===== config.mk =====
export PLATFORM = sky130hd
export DESIGN_NAME = uart_rx
export DESIGN_NICKNAME = d
export VERILOG_FILES = /design/src/rtl/uart_rx.sv
export SDC_FILE = /design/constraint.sdc
export NUM_CORES = 1
export LEC_CHECK = 0
export BUFFER_PORTS_ARGS = -buffer_cell sky130_fd_sc_hd__buf_4
export CAP_MARGIN = 20
export CORE_ASPECT_RATIO = 0.6
export CORE_MARGIN = 2
export CORE_UTILIZATION = 50
export CTS_BUF_LIST = sky130_fd_sc_hd__clkbuf_4
export CTS_CLUSTER_SIZE = 28
export DETAILED_ROUTE_END_ITERATION = 16
export PLACE_DENSITY = 0.8
export SLEW_MARGIN = 20
export SYNTH_ARGS = -nofsm -noshare
export SYNTH_HDL_FRONTEND = slang
export SYNTH_SLANG_ARGS = --single-unit

===== constraint.sdc =====
create_clock -name clk -period 3.99 [get_ports clk]
set_input_delay 0.399 -clock clk [delete_from_list [all_inputs] [get_ports clk]]
set_output_delay 0.399 -clock clk [all_outputs]
set_load 0.005 [all_outputs]

===== src/rtl/uart_rx.sv =====
// UART receiver: 16x oversampled, 1 start bit, DBIT data bits LSB-first, optional parity, stop.
// Optional parity stage is enabled by defining UART_RX_PARITY_EN.
module uart_rx #(
  parameter int DBIT    = 8,
  parameter int SB_TICK = 16,
  parameter int PAR_ODD = 0
) (
  input  logic       clk,
  input  logic       reset_n,
  input  logic       rx,
  input  logic       s_tick,
  output logic       rx_done_tick,
  output logic [7:0] dout,
  output logic       frame_err,
  output logic       parity_err
);

  typedef enum logic [2:0] {
    ST_IDLE   = 3'd0,
    ST_START  = 3'd1,
    ST_DATA   = 3'd2,
    ST_PARITY = 3'd3,
    ST_STOP   = 3'd4
  } state_t;

  // Stop phase may need up to 32 ticks, so the tick counter carries a fifth bit;
  // START/DATA/PARITY reset it before it ever passes 15.
  localparam logic [4:0] STOP_LAST = 5'(SB_TICK - 1);
  localparam logic [2:0] N_LAST    = 3'(DBIT - 1);

  function automatic logic parity_mismatch(input logic [DBIT-1:0] data,
                                           input logic            pbit,
                                           input logic            odd);
    parity_mismatch = ((^data) ^ pbit) != odd;
  endfunction

  state_t            state_r, state_n;
  logic              rx_meta_r, rx_sync_r;
  logic [4:0]        s_r, s_n;
  logic [2:0]        n_r, n_n;
  logic [DBIT-1:0]   shift_r, shift_n;
  logic [7:0]        dout_r, dout_n;
  logic              done_r, done_n;
  logic              frame_err_r, frame_err_n;
  logic              parity_err_r, parity_err_n;
`ifdef UART_RX_PARITY_EN
  logic              par_bit_r, par_bit_n;
`else
  logic              unused_par_odd_s;
  assign unused_par_odd_s = 1'(PAR_ODD);
`endif

  // Two-flop synchroniser; idles high so reset never looks like a start edge.
  always_ff @(posedge clk or negedge reset_n) begin
    if (!reset_n) begin
      rx_meta_r <= 1'b1;
      rx_sync_r <= 1'b1;
    end else begin
      rx_meta_r <= rx;
      rx_sync_r <= rx_meta_r;
    end
  end

  // State, counters, shift register and registered outputs.
  always_ff @(posedge clk or negedge reset_n) begin
    if (!reset_n) begin
      state_r      <= ST_IDLE;
      s_r          <= 5'd0;
      n_r          <= 3'd0;
      shift_r      <= '0;
      dout_r       <= 8'd0;
      done_r       <= 1'b0;
      frame_err_r  <= 1'b0;
      parity_err_r <= 1'b0;
`ifdef UART_RX_PARITY_EN
      par_bit_r    <= 1'b0;
`endif
    end else begin
      state_r      <= state_n;
      s_r          <= s_n;
      n_r          <= n_n;
      shift_r      <= shift_n;
      dout_r       <= dout_n;
      done_r       <= done_n;
      frame_err_r  <= frame_err_n;
      parity_err_r <= parity_err_n;
`ifdef UART_RX_PARITY_EN
      par_bit_r    <= par_bit_n;
`endif
    end
  end

  // Next-state and datapath updates; nothing moves outside IDLE without a tick.
  always_comb begin
    state_n      = state_r;
    s_n          = s_r;
    n_n          = n_r;
    shift_n      = shift_r;
    dout_n       = dout_r;
    done_n       = 1'b0;
    frame_err_n  = frame_err_r;
    parity_err_n = parity_err_r;
`ifdef UART_RX_PARITY_EN
    par_bit_n    = par_bit_r;
`endif
    case (state_r)
      ST_IDLE: begin
        if (!rx_sync_r) begin
          state_n = ST_START;
          s_n     = 5'd0;
        end else begin
          state_n = ST_IDLE;
        end
      end
      ST_START: begin
        if (s_tick) begin
          if (s_r == 5'd7) begin
            if (rx_sync_r) begin
              state_n = ST_IDLE;
            end else begin
              state_n = ST_DATA;
              s_n     = 5'd0;
              n_n     = 3'd0;
            end
          end else begin
            s_n = s_r + 5'd1;
          end
        end else begin
          s_n = s_r;
        end
      end
      ST_DATA: begin
        if (s_tick) begin
          if (s_r == 5'd15) begin
            s_n     = 5'd0;
            shift_n = {rx_sync_r, shift_r[DBIT-1:1]};
            if (n_r == N_LAST) begin
`ifdef UART_RX_PARITY_EN
              state_n = ST_PARITY;
`else
              state_n = ST_STOP;
`endif
            end else begin
              n_n = n_r + 3'd1;
            end
          end else begin
            s_n = s_r + 5'd1;
          end
        end else begin
          s_n = s_r;
        end
      end
`ifdef UART_RX_PARITY_EN
      ST_PARITY: begin
        if (s_tick) begin
          if (s_r == 5'd15) begin
            par_bit_n = rx_sync_r;
            s_n       = 5'd0;
            state_n   = ST_STOP;
          end else begin
            s_n = s_r + 5'd1;
          end
        end else begin
          s_n = s_r;
        end
      end
`endif
      ST_STOP: begin
        if (s_tick) begin
          if (s_r == STOP_LAST) begin
            state_n              = ST_IDLE;
            done_n               = 1'b1;
            dout_n               = 8'd0;
            dout_n[DBIT-1:0]     = shift_r;
            frame_err_n          = ~rx_sync_r;
`ifdef UART_RX_PARITY_EN
            parity_err_n = parity_mismatch(shift_r, par_bit_r, 1'(PAR_ODD));
`else
            parity_err_n = 1'b0;
`endif
          end else begin
            s_n = s_r + 5'd1;
          end
        end else begin
          s_n = s_r;
        end
      end
      default: begin
        state_n = ST_IDLE;
        s_n     = 5'd0;
        n_n     = 3'd0;
      end
    endcase
  end

  assign rx_done_tick = done_r;
  assign dout         = dout_r;
  assign frame_err    = frame_err_r;
  assign parity_err   = parity_err_r;

endmodule


==> results of run 1 <==
[stage by stage]
| stage | utilization | setup slack (ns) | cells | instance area [um2] | power, W |
|---|---|---|---|---|---|
| floorplan | - | 1.94 | 137 | 1600 | 0.000562 |
| finish | 0.612 | 1.73 | 196 | 1810 | 0.000865 |
| global placement | 0.581 | 1.89 | 187 | 1720 | 0.000600 |
| detailed placement | 0.581 | 1.76 | 187 | 1720 | 0.000616 |
| global route | 0.612 | 1.64 | 196 | 1810 | 0.000912 |
| CTS | 0.612 | 1.75 | 196 | 1810 | 0.000867 |
[worst max-delay path: stages (launching register included)]
cell and delay [ns]:
dfrtp_1 0.43, ha_1 0.27, nand3_1 0.11, inv_1 0.07
ha_1 0.21, or4b_1 0.53, nand2_1 0.13, nor4_4 0.06
mux2_1 0.32
[per-layer routing]
metal	wire [um]	global-route usage
met1	1370	0.256
met2	1600	0.342
met3	256	0.0811
met4	33	0.0679
met5	0	0
[worst min path at each step]
stage	startpoint	endpoint	slack, ns	depth (start not counted)
after floorplan	reset_n	dout[0]	0.10	0
after global placement	reset_n	frame_err	0.35	1
after detailed placement	reset_n	s_r[1]	0.35	1
after CTS	rx	rx_meta_r	0.15	1
after global routing	rx	rx_meta_r	0.13	1
final	rx	rx_meta_r	0.16	1
[logic make-up after synthesis]
logic type / synth area share
AO/OA/AOI/OAI: 0.115
AND/OR/NAND/NOR: 0.149
adder cells (fa/ha/maj): 0.0469
other: 0.00234
flip-flops: 0.486
buffers and inverters: 0.0407
multiplexers: 0.160
[power groups by stage]
stage                     combinational (W)  clock, W  sequential [W]
after floorplan                    0.000187         0        0.000375
after global placement             0.000204         0        0.000396
after detailed placement           0.000213         0        0.000403
after CTS                          0.000216  0.000254        0.000396
after global routing               0.000243  0.000265        0.000404
final                              0.000218  0.000247        0.000400
[registers in the layout, indices dropped and copies added (netlist names)]
name	flops
n_r	3
s_r	5
dout	8
state_r	3
rx_done_tick	1
frame_err	1
shift_r	8
rx_meta_r	1
rx_sync_r	1
[layout make-up]
type | instances | area [um2]
clock buffer | 5 | 37.5
tap | 42 | 52.6
timing repair buffer | 14 | 108
multi-input combinational | 91 | 757
sequential | 31 | 778
fill | 254 | 1150
clock inverter | 3 | 43.8
inverter | 10 | 37.5
[cells in the final DEF (no fill, tap or decap), types with 2 or more instances in the layout]
cell      count
a21oi_1       5
and3_1        2
buf_4        13
clkbuf_4      5
dfrtp_1      29
dfstp_2       2
ha_1          6
inv_1        10
mux2_1        3
mux2_2       18
mux2i_1       2
nand2_1       5
nand2b_1      5
nand3_1       2
nand3b_1      2
nor2_1        8
nor3_1        2
o211ai_1      2
o21ai_0       4
o22ai_1       2
or3b_1        2
[timing repair]
| action | 4_1_cts | 5_1_grt |
|---|---|---|
| setup buffers | 0 | 0 |
| hold buffers | 1 | 0 |
| endpoints found under the hold margin | 29 | 0 |
==> impl_metrics.env, run 1 <==
export IMPL_status="complete, no violations"
export IMPL_ys_types=42
export IMPL_cts_tree="built"
export IMPL_drt_iter0_drc=160
export IMPL_max_slew_margin_rel=0.651
export IMPL_cts_resized=0
export IMPL_clockBufferDepth=2
export IMPL_cts_buffers=5
export IMPL_grt_ovfl_total=0
export IMPL_worstPathArrival_ns=2.48
export IMPL_fin_crit_ns=2.26
export IMPL_viasPerCell=5.79
export IMPL_reg2reg_slack_ns=1.73
export IMPL_r2r_start="s_r[0]"
export IMPL_rr_worst_depth=8
export IMPL_combPwrFrac=0.252
export IMPL_yosysTopAreaCell="dfrtp_1"
export IMPL_finalSetupTns_ns=0
export IMPL_ir_worst_vdd_mv=0.212
export IMPL_routed_wirelength_um=3260
export IMPL_cellLeakagePower_nw=0.879
export IMPL_ioPinCount=15
export IMPL_dp_hpwl_um=2350
export IMPL_synthArstFlopShare=1.00
export IMPL_syn_avg_cell_area_um2=11.7
export IMPL_vias=1135
export IMPL_drtAntennaViolNets=0
export IMPL_synth_seq_cells=31
export IMPL_skew_ns=0.00680
export IMPL_core_mm2=0.00297
export IMPL_die_x_um=77.0
export IMPL_place_gp_congestion=0.906
export IMPL_cap_violations=0
export IMPL_rsz0062_at_grt="false"
export IMPL_start_kind="register"
export IMPL_drc=0
export IMPL_critPathCaptureType="register"
export IMPL_intPower_w=0.000573
export IMPL_diodes=0
export IMPL_grt_pass1_vias=1112
export IMPL_dr_pass1_iters=4
export IMPL_crit_start="s_r[0]"
export IMPL_synth_area_leaders="dfrtp_1, mux2_2, ha_1"
export IMPL_ys_warn_count=0
export IMPL_initial_core_util=0.540
export IMPL_synthCells=137
export IMPL_required_ns=4.21
export IMPL_setup_worst_path_end="n_r[1]"
export IMPL_area_delta_synth_final_pct=13.4
export IMPL_fp_dieH_um=47.8
export IMPL_synth_top_area_frac=0.453
export IMPL_grt_pass1_wl_um=5440
export IMPL_dieArea_mm2=0.00368
export IMPL_p_sw_w=0.000292
export IMPL_fin_crit_sh=0.566
export IMPL_port_buffers=13
export IMPL_finalSetupViolations=0
export IMPL_drive_gt1_frac=0.325
export IMPL_grt_usage=0.205
export IMPL_hp_class="input port to register"
export IMPL_rr_endpoint="n_r[1]"
export IMPL_cts_sinks=31
export IMPL_rows=15
export IMPL_cts_htree_levels=2
export IMPL_grt_max_degree=32
export IMPL_critPathMaxFanout=4
export IMPL_clock_power_share=0.286
export IMPL_ys_seq_area_frac=0.486
export IMPL_hold_ws_ns=0.158
export IMPL_yosysMostFrequentCell="dfrtp_1"
export IMPL_synth_flop_cell="dfrtp_1"
export IMPL_root_buffer="clkbuf_4"
export IMPL_synth_area_mm2=0.00160
export IMPL_path_clk_slew_ns=0.10
export IMPL_synth_edf_count=0
export IMPL_fmax_mhz=443
export IMPL_avgRoutedWirePerCell_um=16.6
export IMPL_nets=163
export IMPL_hold_violations=0
export IMPL_tightest_slew_ns=0.521
export IMPL_ys_top_cells_by_count="dfrtp_1, mux2_2, inv_1"
export IMPL_swShare=0.338
export IMPL_drv_slew=0
export IMPL_p_per_area_mw_per_mm2=477
export IMPL_synthesis_nets=147
export IMPL_p_seq_frac=0.462
export IMPL_clk_latency_ns=0.34
export IMPL_path_class="register to register"
export IMPL_antenna_found_initial=0
No activity file was read; power rests on OpenSTA's default activity.
==> run 2, diff against run 1 <==
==> constraint.sdc (replaced) <==
create_clock -name clk -period 2.2 [get_ports clk]
set_input_delay 0.22 -clock clk [delete_from_list [all_inputs] [get_ports clk]]
set_output_delay 0.22 -clock clk [all_outputs]
set_load 0.005 [all_outputs]
==> run 2 against run 1 <==
  * Fmax is 7.7% higher
  * Highest routed layer unchanged
  * Combinational power is 120% higher
  * Critical path type unchanged
  * Non-clock buffer count is 6 higher
  * Sequential cell count stayed put
  * Clock power is 79% higher
  * Setup slack worse by 1.6 ns
  * First-iteration DRC count is 37% lower
  * Cell area is 3.4% higher
==> impl_metrics.env, run 2 (synthesis results as in run 1) <==
export IMPL_status="complete, no violations"
export IMPL_dp_cells=190
export IMPL_routed_wirelength_um=3220
export IMPL_cap_violations=0
export IMPL_crit_buf_inv=1
export IMPL_vias=1140
export IMPL_area_delta_synth_final_pct=17.3
export IMPL_p_sw_w=0.000546
export IMPL_final_common_cell="dfrtp_1"
export IMPL_cts_buffers=5
export IMPL_grt_max_degree=32
export IMPL_start_kind="register"
export IMPL_dp_hpwl_um=2330
export IMPL_avgRoutedWirePerCell_um=15.9
export IMPL_path_clk_slew_ns=0.10
export IMPL_p_seq_frac=0.430
export IMPL_critPathCaptureType="register"
export IMPL_critPathMaxFanout=4
export IMPL_grt_ovfl_total=0
export IMPL_diodes=0
export IMPL_worstPathArrival_ns=2.30
export IMPL_critical_path_top_delay_family="simple AND/OR/NAND/NOR gates"
export IMPL_grt_usage=0.201
export IMPL_final_cell_count_no_fill=202
export IMPL_drtAntennaViolNets=0
export IMPL_skew_ns=0.0145
export IMPL_drc=0
export IMPL_r2r_start="s_r[1]"
export IMPL_hold_ws_ns=0.221
export IMPL_rows=15
export IMPL_viasPerCell=5.64
export IMPL_cp_common_cell="ha_2"
export IMPL_ioPinCount=15
export IMPL_grt_pass1_wl_um=5380
export IMPL_dieArea_mm2=0.00368
export IMPL_fin_crit_sh=0.952
export IMPL_intPower_w=0.00109
export IMPL_cellLeakagePower_nw=0.908
export IMPL_initial_core_util=0.540
export IMPL_root_buffer="clkbuf_4"
export IMPL_path_class="register to register"
export IMPL_fin_crit_ns=2.10
export IMPL_drive_gt1_frac=0.375
export IMPL_reg2reg_slack_ns=0.10
export IMPL_place_gp_congestion=0.919
export IMPL_min_to="state_r[1]"
export IMPL_drt_iter0_drc=101
export IMPL_drv_slew=0
export IMPL_port_buffers=13
export IMPL_dr_pass1_iters=5
export IMPL_p_per_area_mw_per_mm2=869
export IMPL_min_delay_start="s_tick"
export IMPL_finalSetupViolations=0
export IMPL_fmax_mhz=477
export IMPL_cts_tree="built"
export IMPL_slowest_delay_ns=0.49
export IMPL_rsz0062_at_grt="false"
export IMPL_rr_endpoint="n_r[2]"
export IMPL_cp_cell_sequence="ha_2 > nand3_1 > inv_1 > ha_2 > or4b_4 > nand2_2 > nor4_4 > mux2_1"
export IMPL_clk_latency_ns=0.33
export IMPL_hp_class="input port to register"
export IMPL_holdPathStages=3
export IMPL_ir_worst_vdd_mv=0.473
export IMPL_cts_sinks=31
export IMPL_fp_dieH_um=47.8
export IMPL_rr_worst_depth=8
export IMPL_combPwrFrac=0.298
export IMPL_die_x_um=77.0
export IMPL_nets=169
export IMPL_antenna_found_initial=0
export IMPL_clockBufferDepth=2
export IMPL_grt_pass1_vias=1131
export IMPL_required_ns=2.40
export IMPL_slowest_stage="or4b_4"
export IMPL_clock_power_share=0.271
export IMPL_swShare=0.335
export IMPL_cts_htree_levels=2
export IMPL_hold_violations=0
export IMPL_core_mm2=0.00297
export IMPL_final_cell_mix="dfrtp_1, mux2_2, buf_4"
[run 2: how the worst max path moves through the flow]
stage,startpoint,cells after the start,slack (ns),to
3_3_place_gp,s_r[0],8,0.09,n_r[0]
3_5_place_dp,s_r[0],8,-0.03,n_r[2]
2_1_floorplan,s_r[0],8,0.15,n_r[0]
4_1_cts,s_r[1],8,0.008,n_r[2]
6_report,s_r[1],8,0.10,n_r[2]
5_1_grt,s_r[1],8,0.03,n_r[1]
[run 2: area by class of cell]
class                   instances  area (um2)
clock buffers                   5        37.5
inverters                      10        37.5
fillers                       252        1090
repair buffers                 20         155
well taps                      42        52.6
clock inverters                 3        43.8
multi-input cells              91         772
flip-flops and latches         31         778
[run 2: metrics by stage]
| stage | utilization | setup slack (ns) | power, W | instance area [um2] | setup TNS [ns] |
|---|---|---|---|---|---|
| 3_3_place_gp | 0.589 | 0.0927 | 0.00110 | 1750 | 0 |
| 2_1_floorplan | - | 0.151 | 0.00102 | 1600 | 0 |
| 6_report | 0.633 | 0.105 | 0.00163 | 1880 | 0 |
| 4_1_cts | 0.626 | 0.00775 | 0.00159 | 1860 | 0 |
| 3_5_place_dp | 0.589 | -0.0303 | 0.00113 | 1750 | -0.0597 |
| 5_1_grt | 0.633 | 0.0257 | 0.00172 | 1880 | 0 |
[run 2: timing repair]
| item | in CTS | in global routing |
|---|---|---|
| endpoints found under the hold margin | 30 | 0 |
| setup endpoints to repair | 3 | 7 |
| resized for setup | 1 | 4 |
| hold buffers | 2 | 0 |
| buffers inserted | 1 | 1 |
[run 2: layer usage]
layer  GRT usage  vias to the layer above  share of wire
li1            -                      540              -
met1       0.253                      550           0.46
met2       0.339                       44           0.47
met3      0.0566                        6          0.057
met4       0.100                        0          0.013
met5           0                        -              0
[run 2: power by group through the flow]
| stage | Sequential (W) | Clock, W | Combinational [W] |
|---|---|---|---|
| floorplan | 0.000680 | 0 | 0.000339 |
| global placement | 0.000704 | 0 | 0.000401 |
| detailed placement | 0.000712 | 0 | 0.000421 |
| CTS | 0.000696 | 0.000451 | 0.000447 |
| global route | 0.000709 | 0.000472 | 0.000539 |
| finish | 0.000702 | 0.000443 | 0.000487 |
[run 2: tightest hold or removal path: stages]
cell and delay (ns):
buf_4 0.15, nand2_1 0.08, o41ai_1 0.06
==> run 3, diff against run 2 <==
--- a/config.mk
+++ b/config.mk
@@ -9,11 +9,11 @@
 export CAP_MARGIN = 20
 export CORE_ASPECT_RATIO = 0.6
 export CORE_MARGIN = 2
-export CORE_UTILIZATION = 50
+export CORE_UTILIZATION = 38
 export CTS_BUF_LIST = sky130_fd_sc_hd__clkbuf_4
 export CTS_CLUSTER_SIZE = 28
 export DETAILED_ROUTE_END_ITERATION = 16
-export PLACE_DENSITY = 0.8
+export PLACE_DENSITY = 0.66
 export SLEW_MARGIN = 20
 export SYNTH_ARGS = -nofsm -noshare
 export SYNTH_HDL_FRONTEND = slang
==> run 3 against run 2 <==
  * First-iteration DRC count fell by 14%
  * Fmax fell by 1.3%
  * Combinational power rose by 1%
  * Register-to-register slack got worse by 0.03 ns
  * Count of clock-buffer cells in the layout did not move
  * Core utilization fell by 17 points
  * Sequential share of layout area fell by 0.17 points
  * Cell area rose by 0.40%
  * Critical path type unchanged
==> impl_metrics.env, run 3 (synthesis results as in run 1) <==
export IMPL_initial_core_util=0.393
export IMPL_combPwrFrac=0.323
export IMPL_drtAntennaViolNets=0
export IMPL_nets=169
export IMPL_final_cell_mix="dfrtp_1, mux2_2, buf_4"
export IMPL_core_mm2=0.00408
export IMPL_ir_worst_vdd_mv=0.291
export IMPL_dp_hpwl_um=2190
export IMPL_path_class="register to register"
export IMPL_die_x_um=87.8
export IMPL_clockBufferDepth=2
export IMPL_avgRoutedWirePerCell_um=14.0
export IMPL_hp_class="input port to register"
export IMPL_cp_cell_sequence="ha_2 > nand3_1 > inv_1 > ha_1 > or4b_4 > nand2_2 > nor4_4 > mux2_1"
export IMPL_layout_area_seq_um2=778
export IMPL_finalSetupViolations=0
export IMPL_diodes=0
export IMPL_final_common_cell="dfrtp_1"
export IMPL_cts_htree_levels=2
export IMPL_root_buffer="clkbuf_4"
export IMPL_cellLeakagePower_nw=0.897
export IMPL_intPower_w=0.000968
export IMPL_place_gp_congestion=0.851
export IMPL_drv_slew=0
export IMPL_skew_ns=0.00487
export IMPL_p_per_area_mw_per_mm2=809
export IMPL_cap_violations=0
export IMPL_clock_power_share=0.224
export IMPL_drt_iter0_drc=87
export IMPL_critPathCaptureType="register"
export IMPL_grt_usage=0.149
export IMPL_num_fill_cells=366
export IMPL_grt_pass1_vias=1098
export IMPL_cts_sinks=31
export IMPL_worstPathArrival_ns=2.36
export IMPL_clk_latency_ns=0.35
export IMPL_p_seq_frac=0.453
export IMPL_status="complete, no violations"
export IMPL_drc=0
export IMPL_dp_slack_ns=0.00226
export IMPL_path_clk_slew_ns=0.11
export IMPL_fin_crit_sh=0.965
export IMPL_dp_cells=209
export IMPL_fp_dieH_um=54.3
export IMPL_ioPinCount=15
export IMPL_hold_violations=0
export IMPL_grt_ovfl_total=0
export IMPL_p_sw_w=0.000557
export IMPL_fmax_mhz=471
export IMPL_port_buffers=13
export IMPL_area_delta_synth_final_pct=17.7
export IMPL_swShare=0.365
export IMPL_drive_gt1_frac=0.369
export IMPL_utilization=0.462
export IMPL_final_cell_count_no_fill=220
export IMPL_grt_max_degree=32
export IMPL_multi_input_area_um2=781
export IMPL_dr_pass1_iters=4
export IMPL_setup_slack_ns=0.0780
export IMPL_fin_crit_ns=2.12
export IMPL_rows=18
export IMPL_required_ns=2.43
export IMPL_critPathMaxFanout=4
export IMPL_antenna_found_initial=0
export IMPL_dieArea_mm2=0.00476
export IMPL_vias=1123
export IMPL_grt_pass1_wl_um=5220
export IMPL_start_kind="register"
export IMPL_cts_buffers=5
export IMPL_slowest_delay_ns=0.53
export IMPL_cts_tree="built"
export IMPL_viasPerCell=5.10
export IMPL_slowest_stage="or4b_4"
export IMPL_routed_wirelength_um=3090
[run 3: changes by cell type in the layout (fill, tap and decap cells not counted), sizes merged]
| cell | delta |
|---|---|
| bufinv | -1 |
| clkinv | -1 |
| clkinvlp | +2 |
[run 3: layout make-up]
cell class                      instances  share of cell area
Clock buffer                            5              0.0199
Clock inverter                          3              0.0106
Inverter                               10              0.0199
Multi-Input combinational cell         91               0.414
Sequential cell                        31               0.413
Tap cell                               60              0.0398
Timing Repair Buffer                   20              0.0823
[run 3: worst paths after layout]
kind                       startpoint          to  slack (ns)  depth (start not counted)
setup / recovery               s_r[1]      n_r[1]        0.08                          8
hold / removal                 s_tick  state_r[1]        0.21                          3
setup reg to reg               s_r[1]      n_r[1]        0.08                          8
hold reg to reg             rx_meta_r   rx_sync_r        0.36                          0
max in group asynchronous     reset_n   rx_meta_r        1.54                          2
min in group asynchronous     reset_n     dout[5]        0.33                          2
[run 3: per-stage QoR]
step	TNS, ns	cell area, um2	total power [W]	hold slack [ns]
4_1_cts	0	1860	0.00150	0.196
6_report	0	1880	0.00152	0.210
2_1_floorplan	0	1600	0.00102	-0.0756
3_3_place_gp	0	1780	0.00110	0.169
3_5_place_dp	0	1780	0.00114	0.178
5_1_grt	-0.00455	1880	0.00162	0.226
[run 3: per-layer routing]
metal | routed length, um | part of all wire | track usage
met5 | 0 | 0 | 0
met4 | 45 | 0.015 | 0.0692
met3 | 123 | 0.040 | 0.0407
met2 | 1380 | 0.45 | 0.226
met1 | 1540 | 0.50 | 0.202
[run 3: power groups by stage]
stage                     clock network, W  registers, W  logic (W)
after global routing              0.000377      0.000703   0.000542
after detailed placement                 0      0.000705   0.000431
after floorplan                          0      0.000680   0.000339
final                             0.000342      0.000691   0.000492
after global placement                   0      0.000699   0.000406
after CTS                         0.000358      0.000688   0.000456
[run 3: repair_timing]
action                     4_1_cts  5_1_grt
resized for setup                0        5
setup buffers                    1        0
hold buffers                     2        0
setup endpoints to repair        3        7
hold endpoints to repair        30        0
cloned                           0        0
[run 3: critical path, delay by kind of cell (launching register included)]
family / cells / cell delay (ns)
muxes: 1 / 0.32
DFF: 1 / 0.43
adders and majority gates: 2 / 0.42
and+or+nand+nor: 4 / 0.77
buffers and inverters: 1 / 0.07
